--- src/rtl/decoder_pkg.sv ---
// decoder_pkg: shared enable codes, channel count, scan FSM states and lowest-set-channel helper
package decoder_pkg;
  localparam logic [2:0] EN_ON = 3'b001;
  localparam logic [2:0] EN_OFF = 3'b000;
  localparam int NCH = 8;
  typedef enum logic [1:0] {IDLE, ACTIVE, GAP, DONE} state_t;
  function automatic logic [3:0] lowest_ch(input logic [NCH-1:0] m);
    lowest_ch = '0;
    for (int i = NCH - 1; i >= 0; i--)
      if (m[i]) lowest_ch = {1'b1, 3'(i)};
  endfunction
endpackage

--- src/rtl/scan_next_ch.sv ---
// scan_next_ch: next scanned channel strictly above the current one, with found flag
module scan_next_ch
  import decoder_pkg::*;
(
  input  logic [NCH-1:0] mask,
  input  logic [2:0]     ch,
  output logic [2:0]     nxt,
  output logic           found
);
  logic [NCH-1:0] above;
  assign above = mask & ~((8'd2 << ch) - 8'd1);
  assign {found, nxt} = lowest_ch(above);
endmodule

--- src/rtl/decoder_scan_ctrl.sv ---
// decoder_scan_ctrl: break-before-make channel scanner for a 3-to-8 decoder; SCAN_MASK_EN adds the mask port
module decoder_scan_ctrl
  import decoder_pkg::*;
#(
  parameter int DWELL_W = 8
) (
  input  logic               clk,
  input  logic               rst,
  input  logic               start,
  input  logic               stop,
  input  logic [DWELL_W-1:0] dwell,
`ifdef SCAN_MASK_EN
  input  logic [NCH-1:0]     mask,
`endif
  output logic [2:0]         En,
  output logic [2:0]         I,
  output logic               busy,
  output logic               done
);
  state_t state, state_d;
  logic [DWELL_W-1:0] dwell_q, cnt, dwell_m1;
  logic [2:0] first, nxt;
  logic any, nxt_found;
  assign dwell_m1 = (dwell == '0) ? '0 : dwell - DWELL_W'(1);
`ifdef SCAN_MASK_EN
  logic [NCH-1:0] mask_q;
  assign {any, first} = lowest_ch(mask);
  scan_next_ch u_next (.mask(mask_q), .ch(I), .nxt(nxt), .found(nxt_found));
  always_ff @(posedge clk)
    if (rst) mask_q <= '0;
    else if (state == IDLE && state_d != IDLE) mask_q <= mask;
`else
  assign any = 1'b1;
  assign first = 3'd0;
  assign nxt = I + 3'd1;
  assign nxt_found = I != 3'd7;
`endif
  always_comb begin
    state_d = state;
    unique case (state)
      IDLE:    if (start && !stop) state_d = any ? ACTIVE : DONE;
      ACTIVE:  state_d = stop ? IDLE : (cnt == '0 ? GAP : ACTIVE);
      GAP:     state_d = stop ? IDLE : (nxt_found ? ACTIVE : DONE);
      default: state_d = IDLE;
    endcase
  end
  always_ff @(posedge clk)
    if (rst) begin
      state <= IDLE;
      En <= EN_OFF;
      I <= '0;
      busy <= 1'b0;
      done <= 1'b0;
      cnt <= '0;
      dwell_q <= '0;
    end else begin
      state <= state_d;
      En <= state_d == ACTIVE ? EN_ON : EN_OFF;
      busy <= state_d == ACTIVE || state_d == GAP;
      done <= state_d == DONE;
      if (state == IDLE && state_d != IDLE) begin
        dwell_q <= dwell_m1;
        cnt <= dwell_m1;
        if (any) I <= first;
      end else if (state == GAP && state_d == ACTIVE) begin
        cnt <= dwell_q;
        I <= nxt;
      end else if (state == ACTIVE && cnt != '0) cnt <= cnt - DWELL_W'(1);
    end
  a_en_active: assert property (@(posedge clk) disable iff (rst) En == EN_ON |-> state == ACTIVE);
  a_i_stable: assert property (@(posedge clk) disable iff (rst) En == EN_ON |=> (En != EN_ON || $stable(I)));
endmodule
--- config.mk ---
export PLATFORM = sky130hd
export DESIGN_NAME = decoder_scan_ctrl
export DESIGN_NICKNAME = d
export VERILOG_FILES = /design/src/rtl/decoder_pkg.sv /design/src/rtl/scan_next_ch.sv /design/src/rtl/decoder_scan_ctrl.sv
export SDC_FILE = /design/constraint.sdc
export NUM_CORES = 1
export LEC_CHECK = 0
export ABC_AREA = 1
export ABC_CLOCK_PERIOD_IN_PS = 4150
export CORE_ASPECT_RATIO = 1.1
export CORE_MARGIN = 5
export CORE_UTILIZATION = 45
export DETAILED_ROUTE_END_ITERATION = 16
export GPL_TIMING_DRIVEN = 0
export MAX_ROUTING_LAYER = met4
export PLACE_DENSITY = 0.72
export SLEW_MARGIN = 40
export SYNTH_ARGS = -nofsm -noshare
export SYNTH_HDL_FRONTEND = slang
export SYNTH_SLANG_ARGS = --single-unit
--- constraint.sdc ---
create_clock -name clk -period 4.15 [get_ports clk]
set_clock_uncertainty 0.05 [all_clocks]
set_input_delay 0.6225 -clock clk [delete_from_list [all_inputs] [get_ports clk]]
set_output_delay 0.6225 -clock clk [all_outputs]
set_load 0.02 [all_outputs]
==> run summary, run 1 <==
CP peak stage delay: 0.35 ns
Leakage power figure: 0.0008721 uW
Outcome: finished clean
Yosys warning count: 0
Clock tree root buffer cell: clkbuf_4
Final hold violation count: 0
Final wirelength: 2960 um
Reg-to-reg endpoint: cnt[1]$_SDFFE_PP0P_
Worst setup EP type: flop
Worst r2r src: cnt[0]$_SDFFE_PP0P_
Core area: 0.003100 sq mm
Reg2Reg Setup Slack: 1.84 ns
Critical Path Fanout Max: 10
Register area: 480.5 sq um
Crit path top cell by count: nand2_1
Vias in the first global route: 1298
Pin count of the biggest net entering global routing: 13
Drt first pass iters: 4
Minimum clock period: 2.312 ns
Initial antenna violation count: 0
Area of the multi-input gates: 799.5 sq um
Starting Density: 47.82%
Layout cells sized above 1: 6.746%
Critical-path cell list: inv_1 > ha_1 > inv_1 > nor2_1 > nand2_1 > nand2_1 > nand2_1 > nand2_1 > inv_1 > ha_1 > nand3_2 > nand2_1 > inv_2 > nand2_4 > buf_6 > o21ai_0 > a21oi_1
Most common cell after layout, fill and taps aside: nand2_1
Gr usage total: 15.07%
Worst setup SP type: flop
Setup TNS: 0 ns
Seq/Total Area, Yosys: 32.41%
Die Height: 70.20 um
Drt via density: 4.850
Most frequent cells in the layout: nand2_1, inv_1, nor2_1
Cts repair resizes: 0
CP Capture Point: cnt[1]$_SDFFE_PP0P_
HP Class: reg2reg
Unrepaired setup endpoints after global routing: false
H-tree depth: 1
WP depth: 17
DR iter-0 viols: 77
Final setup fails: 0
Synth cell types: 23
Drt wl/cell: 10.35 um
Clk_lat worst skew: 0.32 ns
Global-route wire length before repair: 5430 um
Mean Syn Cell Area: 6.418 sq um
Pwr per Cell Area: 332.7 mW/mm^2
Mapped Cells: 231
Required time worst endpoint: 4.32 ns
Worst IR Drop VDD: 0.1061 mV
Crit Path Category: reg2reg
Post-CTS setup buffer count: 0
Fillcell total: 323
Gr ovfl total: 0
CP startpoint: cnt[0]$_SDFFE_PP0P_
Post-DP HPWL: 2351 um
Deepest clock path buffer count: 2
Cell Area, Synth: 0.001483 sq mm
Clock Pin Slew Worst Setup and Hold Paths: 0.13 ns
FF-to-FF path depth: 17
Width of the die: 64.73 um
Total CTS buffers: 3
#FFs+latches synth: 24
CTS tree: done
Max Cap Viol: 0
Synth-to-layout area growth: 16.12%
Nets: 274
Final Max Tran Viols: 0
# DRC: 0
CP top delay family: simple AND/OR/NAND/NOR gates
Port Buf Inserts: 17
Setup ws final: 1.838 ns
Vias: 1387
Rows: 21
Hold buffers post-CTS: 0
Die area: 0.004544 sq mm
Worst path buffer plus inverter count: 5
Post-place setup slack: 1.578 ns
Antenna cells: 0
Fmax: 432.4 MHz
WP data arrival: 2.48 ns
Tcrit/Tclk final: 55.72%
Antenna-violating nets left: 0
Min Hold Slack: 0.4283 ns
# clock sinks: 24
Routability congestion estimate: 0.7907
I/O pins: 20
Slowest CP cell: dfxtp_1
[state kept, by name, summed over array words and instances, names as in the netlist]
signal	count
dwell_q	8
done	1
busy	1
En	1
state	2
I	3
cnt	8
[final cells by class]
cell class              instances  area share, %
plain buffers                   5          2.398
clock buffers                   3          1.308
inverters                      44          9.593
multi-input cells             159          46.44
flip-flops and latches         24          27.91
well taps                      34          2.471
repair buffers                 17          9.884
[worst min path at each step]
stage                                       start                       to  slack (ns)  depth (start not counted)
after detailed placement  dwell_q[1]$_SDFFE_PP0P_  dwell_q[1]$_SDFFE_PP0P_        0.41                          2
after floorplan           dwell_q[1]$_SDFFE_PP0P_  dwell_q[1]$_SDFFE_PP0P_        0.39                          2
after global routing      dwell_q[5]$_SDFFE_PP0P_  dwell_q[5]$_SDFFE_PP0P_        0.45                          2
final                     dwell_q[1]$_SDFFE_PP0P_  dwell_q[1]$_SDFFE_PP0P_        0.43                          2
after CTS                 dwell_q[1]$_SDFFE_PP0P_  dwell_q[1]$_SDFFE_PP0P_        0.43                          2
after global placement    dwell_q[1]$_SDFFE_PP0P_  dwell_q[1]$_SDFFE_PP0P_        0.41                          2
[through the flow]
| stage | utilization [%] | std cells | total power [uW] | instance area [sq um] |
|---|---|---|---|---|
| 2_1_floorplan | - | 232 | 426.1 | 1486 |
| 3_3_place_gp | 54.80 | 283 | 473.5 | 1699 |
| 3_5_place_dp | 54.80 | 283 | 475.7 | 1699 |
| 4_1_cts | 55.53 | 286 | 580.5 | 1722 |
| 5_1_grt | 55.53 | 286 | 626.3 | 1722 |
| 6_report | 55.53 | 286 | 572.8 | 1722 |
[tightest hold or removal path, stage by stage, from the launching register on]
cell and delay [ns]:
dfxtp_1 0.33, nand2_1 0.06, a21oi_1 0.05
[per-layer routing]
layer  up-vias  wire [um]  global-route usage (%)
met3         4        144                   2.244
li1        764          -                       -
met4         0         43                   5.634
met1       592       1303                   18.30
met2        27       1468                   25.00
met5         -          0                       -
[synthesized netlist by cell type]
cell type   n  area [sq um]
buf_6       2         22.52
nor2_1     29         108.9
o21ai_1     2         10.01
o21ai_0    17         85.08
clkbuf_1    1         3.750
ha_1        8         100.1
inv_1      40         150.1
inv_2       4         15.01
nand2_4     2         22.52
dfxtp_1    24         480.5
or2_1       1         6.260
nand3_1    16         80.08
conb_1      1         3.750
a21oi_1    17         85.08
nand2_1    51         191.4
nor2_2      2         12.51
o22ai_1     4         25.02
xor2_1      2         17.52
buf_4       2         15.01
nand3_2     1         10.01
nor2_4      1         11.26
nand4_1     3         18.77
o21a_1      1         7.510
[cells by family after synthesis]
logic type / after synthesis / share of synthesized area, %
xor+xnor: 2 / 1.182
buf+inv: 49 / 13.92
compound gates: 41 / 14.35
other cells: 1 / 0.2529
fa+ha+maj: 8 / 6.751
flops: 24 / 32.41
simple gates: 106 / 31.14
[where the power goes]
part | leakage [uW] | switching, uW | internal, uW | total [uW]
sequential | 0.000196 | 14.6 | 252 | 266
clock | 0.0000138 | 68.1 | 34.0 | 102
combinational | 0.000662 | 122 | 82.1 | 204
No activity file was read; power rests on OpenSTA's default activity.
==> run 2: changes to the inputs <==
- ABC_CLOCK_PERIOD_IN_PS: 4150 -> 2150
- clock period: 4.15 -> 2.15 ns (I/O delays scaled with it)
==> run 2 against run 1 <==
Net effect: die area did not move; largest cell class unchanged; register-to-register slack worse by 1.7 ns; critical endpoint is now cnt[2]$_SDFFE_PP0P_; wire length is 9.8% higher; clock-buffer cell count unchanged; non-clock buffer count grew 9; sequential power up 94%; combinational power rose by 140%; cell count is 3.1% higher; sequential share of layout area decreased by 2.4 points.
==> run summary, run 2 (same netlist as run 1, synthesis figures left out) <==
Area of the multi-input gates: 879.6 sq um
Final wirelength: 3251 um
FF-to-FF path depth: 14
Gr ovfl total: 0
Critical Path Fanout Max: 8
Hold buffers post-CTS: 0
Worst setup SP type: flop
Drt first pass iters: 4
Final setup fails: 0
Synth-to-layout area growth: 27.85%
Fmax: 494.0 MHz
Initial antenna violation count: 0
Layout cells sized above 1: 17.62%
Max Cap Viol: 0
Fin area: 0.001896 sq mm
# clock sinks: 24
DR iter-0 viols: 87
Pin count of the biggest net entering global routing: 13
Setup TNS: 0 ns
Worst setup EP type: flop
Total CTS buffers: 3
Most common cell after layout, fill and taps aside: nand2_1
Placed cell areas: 0.001699 sq mm
Vias: 1484
Antenna-violating nets left: 0
Clock Pin Slew Worst Setup and Hold Paths: 0.12 ns
Worst r2r src: I[0]$_SDFFE_PP0P_
Outcome: finished clean
Clock tree root buffer cell: clkbuf_4
Routability congestion estimate: 0.7907
WP data arrival: 2.19 ns
Final Max Tran Viols: 0
HP Start: dwell_q[1]$_SDFFE_PP0P_
Crit Path Category: reg2reg
CP top delay family: adder cells
Rows: 21
Drt wl/cell: 11.02 um
Worst IR Drop VDD: 0.2111 mV
Gr usage total: 15.38%
Minimum clock period: 2.024 ns
Worst path buffer plus inverter count: 4
Required time worst endpoint: 2.31 ns
Post-DP HPWL: 2351 um
Clk_lat worst skew: 0.32 ns
Pwr per Cell Area: 635.1 mW/mm^2
Critical-path cell list: ha_1 > ha_1 > nand4_1 > nand2_2 > inv_2 > ha_4 > inv_2 > nand2_4 > nand2_4 > inv_4 > nand2_8 > clkbuf_16 > a21oi_2 > nor2_1
Port Buf Inserts: 17
Final hold violation count: 0
Antenna cells: 0
Global-route wire length before repair: 5533 um
HP Class: reg2reg
Starting Density: 47.82%
Overall Power: 1204 uW
Die area: 0.004544 sq mm
Tcrit/Tclk final: 94.14%
CP peak stage delay: 0.35 ns
Vias in the first global route: 1325
H-tree depth: 1
Reg-to-reg endpoint: cnt[2]$_SDFFE_PP0P_
Register area: 483.0 sq um
Leakage power figure: 0.0009322 uW
Die Height: 70.20 um
Deepest clock path buffer count: 2
# DRC: 0
CTS tree: done
Largest regs: cnt x8, dwell_q x8, I x3
Most frequent cells in the layout: nand2_1, inv_1, nor2_1
Reg2Reg Setup Slack: 0.13 ns
Worst Hold Depth: 2
Nets: 283
Slowest CP cell: dfxtp_1
Width of the die: 64.73 um
Hold Path Sink: dwell_q[1]$_SDFFE_PP0P_
Fillcell total: 300
Core area: 0.003100 sq mm
I/O pins: 20
Drt via density: 5.031
run 2: worst register-to-register path, stage by stage, from the launching register on:
cell and delay (ns):
dfxtp_1 0.35, ha_1 0.20, ha_1 0.18, nand4_1 0.10, nand2_2 0.08, inv_2 0.12, ha_4 0.15, inv_2 0.04
nand2_4 0.11, nand2_4 0.07, inv_4 0.08, nand2_8 0.07, clkbuf_16 0.16, a21oi_2 0.12, nor2_1 0.04
run 2: metal layers:
metal | global-route usage [%] | up-vias | wire length [um]
met1 | 18.49 | 650 | 1347
met5 | - | - | 0
met4 | 5.634 | 0 | 74
li1 | - | 787 | -
met3 | 2.244 | 5 | 161
met2 | 25.80 | 42 | 1667
run 2: stage by stage:
stage | std cells | util, % | worst slack, ns | hold slack (ns)
after global placement | 283 | 54.80 | -0.1405 | 0.4081
after floorplan | 232 | - | 0.1134 | 0.3779
after detailed placement | 283 | 54.80 | -0.1373 | 0.4118
after global routing | 295 | 61.14 | -0.01644 | 0.4548
final | 295 | 61.14 | 0.1259 | 0.4276
after CTS | 288 | 56.42 | 0.004450 | 0.4310
run 2: power by group:
part	leakage (uW)	total, uW	switching (uW)	internal [uW]
logic	0.000721	489	275	214
registers	0.000197	517	29.6	487
clock network	0.0000138	198	132	65.8
run 2: worst max-delay path by stage:
stage | slack, ns | startpoint | endpoint | cells after the start
after floorplan | 0.11 | cnt[0]$_SDFFE_PP0P_ | cnt[7]$_SDFFE_PP0P_ | 17
after global placement | -0.14 | stop | cnt[4]$_SDFFE_PP0P_ | 14
after detailed placement | -0.14 | cnt[0]$_SDFFE_PP0P_ | cnt[1]$_SDFFE_PP0P_ | 17
after CTS | 0.004 | cnt[1]$_SDFFE_PP0P_ | cnt[2]$_SDFFE_PP0P_ | 17
after global routing | -0.02 | cnt[0]$_SDFFE_PP0P_ | cnt[1]$_SDFFE_PP0P_ | 14
final | 0.13 | I[0]$_SDFFE_PP0P_ | cnt[2]$_SDFFE_PP0P_ | 14
run 2: layout make-up:
cell class	count	area share (%)
plain buffers	5	2.376
clock buffers	3	1.188
inverters	44	8.845
multi-input cells	159	46.40
flip-flops and latches	24	25.48
well taps	34	2.244
repair buffers	26	13.47
run 2: what timing repair did:
| item | in CTS | in global routing |
|---|---|---|
| pin swaps | 1 | 5 |
| gates resized for setup | 10 | 26 |
| setup buffers | 2 | 6 |
| endpoints found under the setup margin | 9 | 12 |
| gates cloned | 0 | 1 |
==> run 3: changes to the inputs <==
- CORE_UTILIZATION: 45 -> 54
- PLACE_DENSITY: 0.72 -> 0.84
==> run 3 against run 2 <==
Net effect: via count grew 5.7%; cell count up 0.68%; sequential cell count unchanged; die area fell by 14%; design area grew 1.9%; non-clock buffer count up 3; first-iteration DRC count fell by 23%; critical path type unchanged; setup slack got worse by 0.12 ns; clock power about the same; largest cell class unchanged; combinational power rose by 4.9%; wire length increased by 12%; largest power group unchanged; utilization increased by 10 points.
==> run summary, run 3 (same netlist as run 1, synthesis figures left out) <==
Worst setup SP type: flop
WP data arrival: 2.32 ns
H-tree depth: 1
Routability congestion estimate: 0.8668
# DRC: 0
Die Height: 64.96 um
Global-route wire length before repair: 5237 um
Gr usage total: 17.36%
Layout cells sized above 1: 21.97%
Vias: 1568
Worst IR Drop VDD: 0.3622 mV
Fmax: 466.0 MHz
CP startpoint: cnt[1]$_SDFFE_PP0P_
Reg2Reg Setup Slack: 0.004 ns
Tcrit/Tclk final: 99.82%
Starting Density: 54.86%
Fillcell total: 220
Gr ovfl total: 0
Required time worst endpoint: 2.33 ns
Vias in the first global route: 1285
Drt via density: 5.279
Max Cap Viol: 0
Post-place setup slack: -0.1536 ns
HP Class: reg2reg
Die area: 0.003895 sq mm
Drt wl/cell: 12.30 um
Final hold violation count: 0
# clock sinks: 24
Clock Pin Slew Worst Setup and Hold Paths: 0.13 ns
Outcome: finished clean
Critical Path Fanout Max: 7
Drt first pass iters: 4
Total CTS buffers: 3
CP peak stage delay: 0.36 ns
Core area: 0.002703 sq mm
Pin count of the biggest net entering global routing: 13
Register area: 486.7 sq um
Slowest CP cell: dfxtp_2
Worst setup EP type: flop
Final wirelength: 3654 um
Minimum clock period: 2.146 ns
Min Hold Slack: 0.4281 ns
Most frequent cells in the layout: nand2_1, inv_1, nor2_1
Antenna cells: 0
Overall Power: 1233 uW
Final non-filler cell total: 297
Clock tree root buffer cell: clkbuf_4
I/O pins: 20
Reg-to-reg endpoint: cnt[4]$_SDFFE_PP0P_
Crit Path Category: reg2reg
Post-DP HPWL: 2363 um
Antenna-violating nets left: 0
Synth-to-layout area growth: 30.30%
Most common cell after layout, fill and taps aside: nand2_1
Rows: 20
DR iter-0 viols: 67
Clk_lat worst skew: 0.32 ns
Setup ws final: 0.003848 ns
Final Max Tran Viols: 0
Width of the die: 59.96 um
Fin util: 71.48%
Final setup fails: 0
Area of the multi-input gates: 908.4 sq um
Nets: 286
Initial antenna violation count: 0
Crit path top cell by count: inv_2
Inst Count DP: 282
Critical-path cell list: inv_2 > ha_4 > inv_2 > nor2_2 > nand4_1 > nand2_1 > inv_2 > ha_4 > inv_4 > nand2_8 > clkinvlp_4 > nor2_4 > o21ai_2 > nand2_1 > nor2_1 > nor2_1
CTS tree: done
Deepest clock path buffer count: 2
Pwr per Cell Area: 638.2 mW/mm^2
FF-to-FF path depth: 16
Port Buf Inserts: 17
Largest regs: cnt x8, dwell_q x8, I x3
CP Capture Point: cnt[4]$_SDFFE_PP0P_
Leakage power figure: 0.0009377 uW
Worst r2r src: cnt[1]$_SDFFE_PP0P_
-- run 3: changes by cell type in the layout (fill, tap and decap cells not counted), moves of 2 or more --
cell / delta
dfxtp_2: +3
a21oi_2: +4
buf_4: +4
dfxtp_1: -3
o21ai_1: -2
a21oi_1: -4
-- run 3: worst min path at each step --
stage	from	end	slack [ns]	depth (start not counted)
floorplan	rst	dwell_q[6]$_SDFFE_PP0P_	0.38	1
global placement	dwell_q[0]$_SDFFE_PP0P_	dwell_q[0]$_SDFFE_PP0P_	0.41	2
detailed placement	dwell_q[0]$_SDFFE_PP0P_	dwell_q[0]$_SDFFE_PP0P_	0.41	2
CTS	dwell_q[0]$_SDFFE_PP0P_	dwell_q[0]$_SDFFE_PP0P_	0.43	2
global route	dwell_q[1]$_SDFFE_PP0P_	dwell_q[1]$_SDFFE_PP0P_	0.46	2
finish	dwell_q[0]$_SDFFE_PP0P_	dwell_q[0]$_SDFFE_PP0P_	0.43	2
-- run 3: layer usage --
layer	vias up	GRT usage [%]	routed length (um)
met5	-	-	0
met4	0	6.648	94
met3	10	1.793	227
met2	62	30.27	1925
met1	704	19.93	1406
li1	792	-	-
-- run 3: metrics by stage --
stage	TNS, ns	cell area (sq um)
3_5_place_dp	-1.086	1698
3_3_place_gp	-0.7693	1698
4_1_cts	0	1753
2_1_floorplan	0	1486
6_report	0	1932
5_1_grt	-0.4897	1932
-- run 3: area by class of cell --
class | instances | share of cell area [%]
tap | 33 | 2.137
multi-input combinational | 159 | 47.02
timing repair buffer | 29 | 13.47
buffer | 5 | 2.137
sequential | 24 | 25.19
clock buffer | 3 | 1.166
inverter | 44 | 8.873
-- run 3: worst max-delay path: cells and delay by family, from the launching register on --
kind | cells | cell delay, ns
fa+ha+maj | 2 | 0.31
flops | 1 | 0.36
compound gates | 1 | 0.16
buf+inv | 5 | 0.45
simple gates | 8 | 0.73
-- run 3: repair_timing --
| action | in CTS | in global routing |
|---|---|---|
| setup buffers | 3 | 8 |
| gates resized for setup | 9 | 37 |
| setup endpoints to repair | 10 | 10 |
| hold endpoints to repair | 0 | 0 |
| gates cloned | 0 | 1 |
| pin swaps | 1 | 12 |
| hold buffers | 0 | 0 |
-- run 3: power by group --
group	internal [uW]	switching, uW	total, uW
clock network	65.6	135	201
registers	488	30.9	519
logic	211	302	513
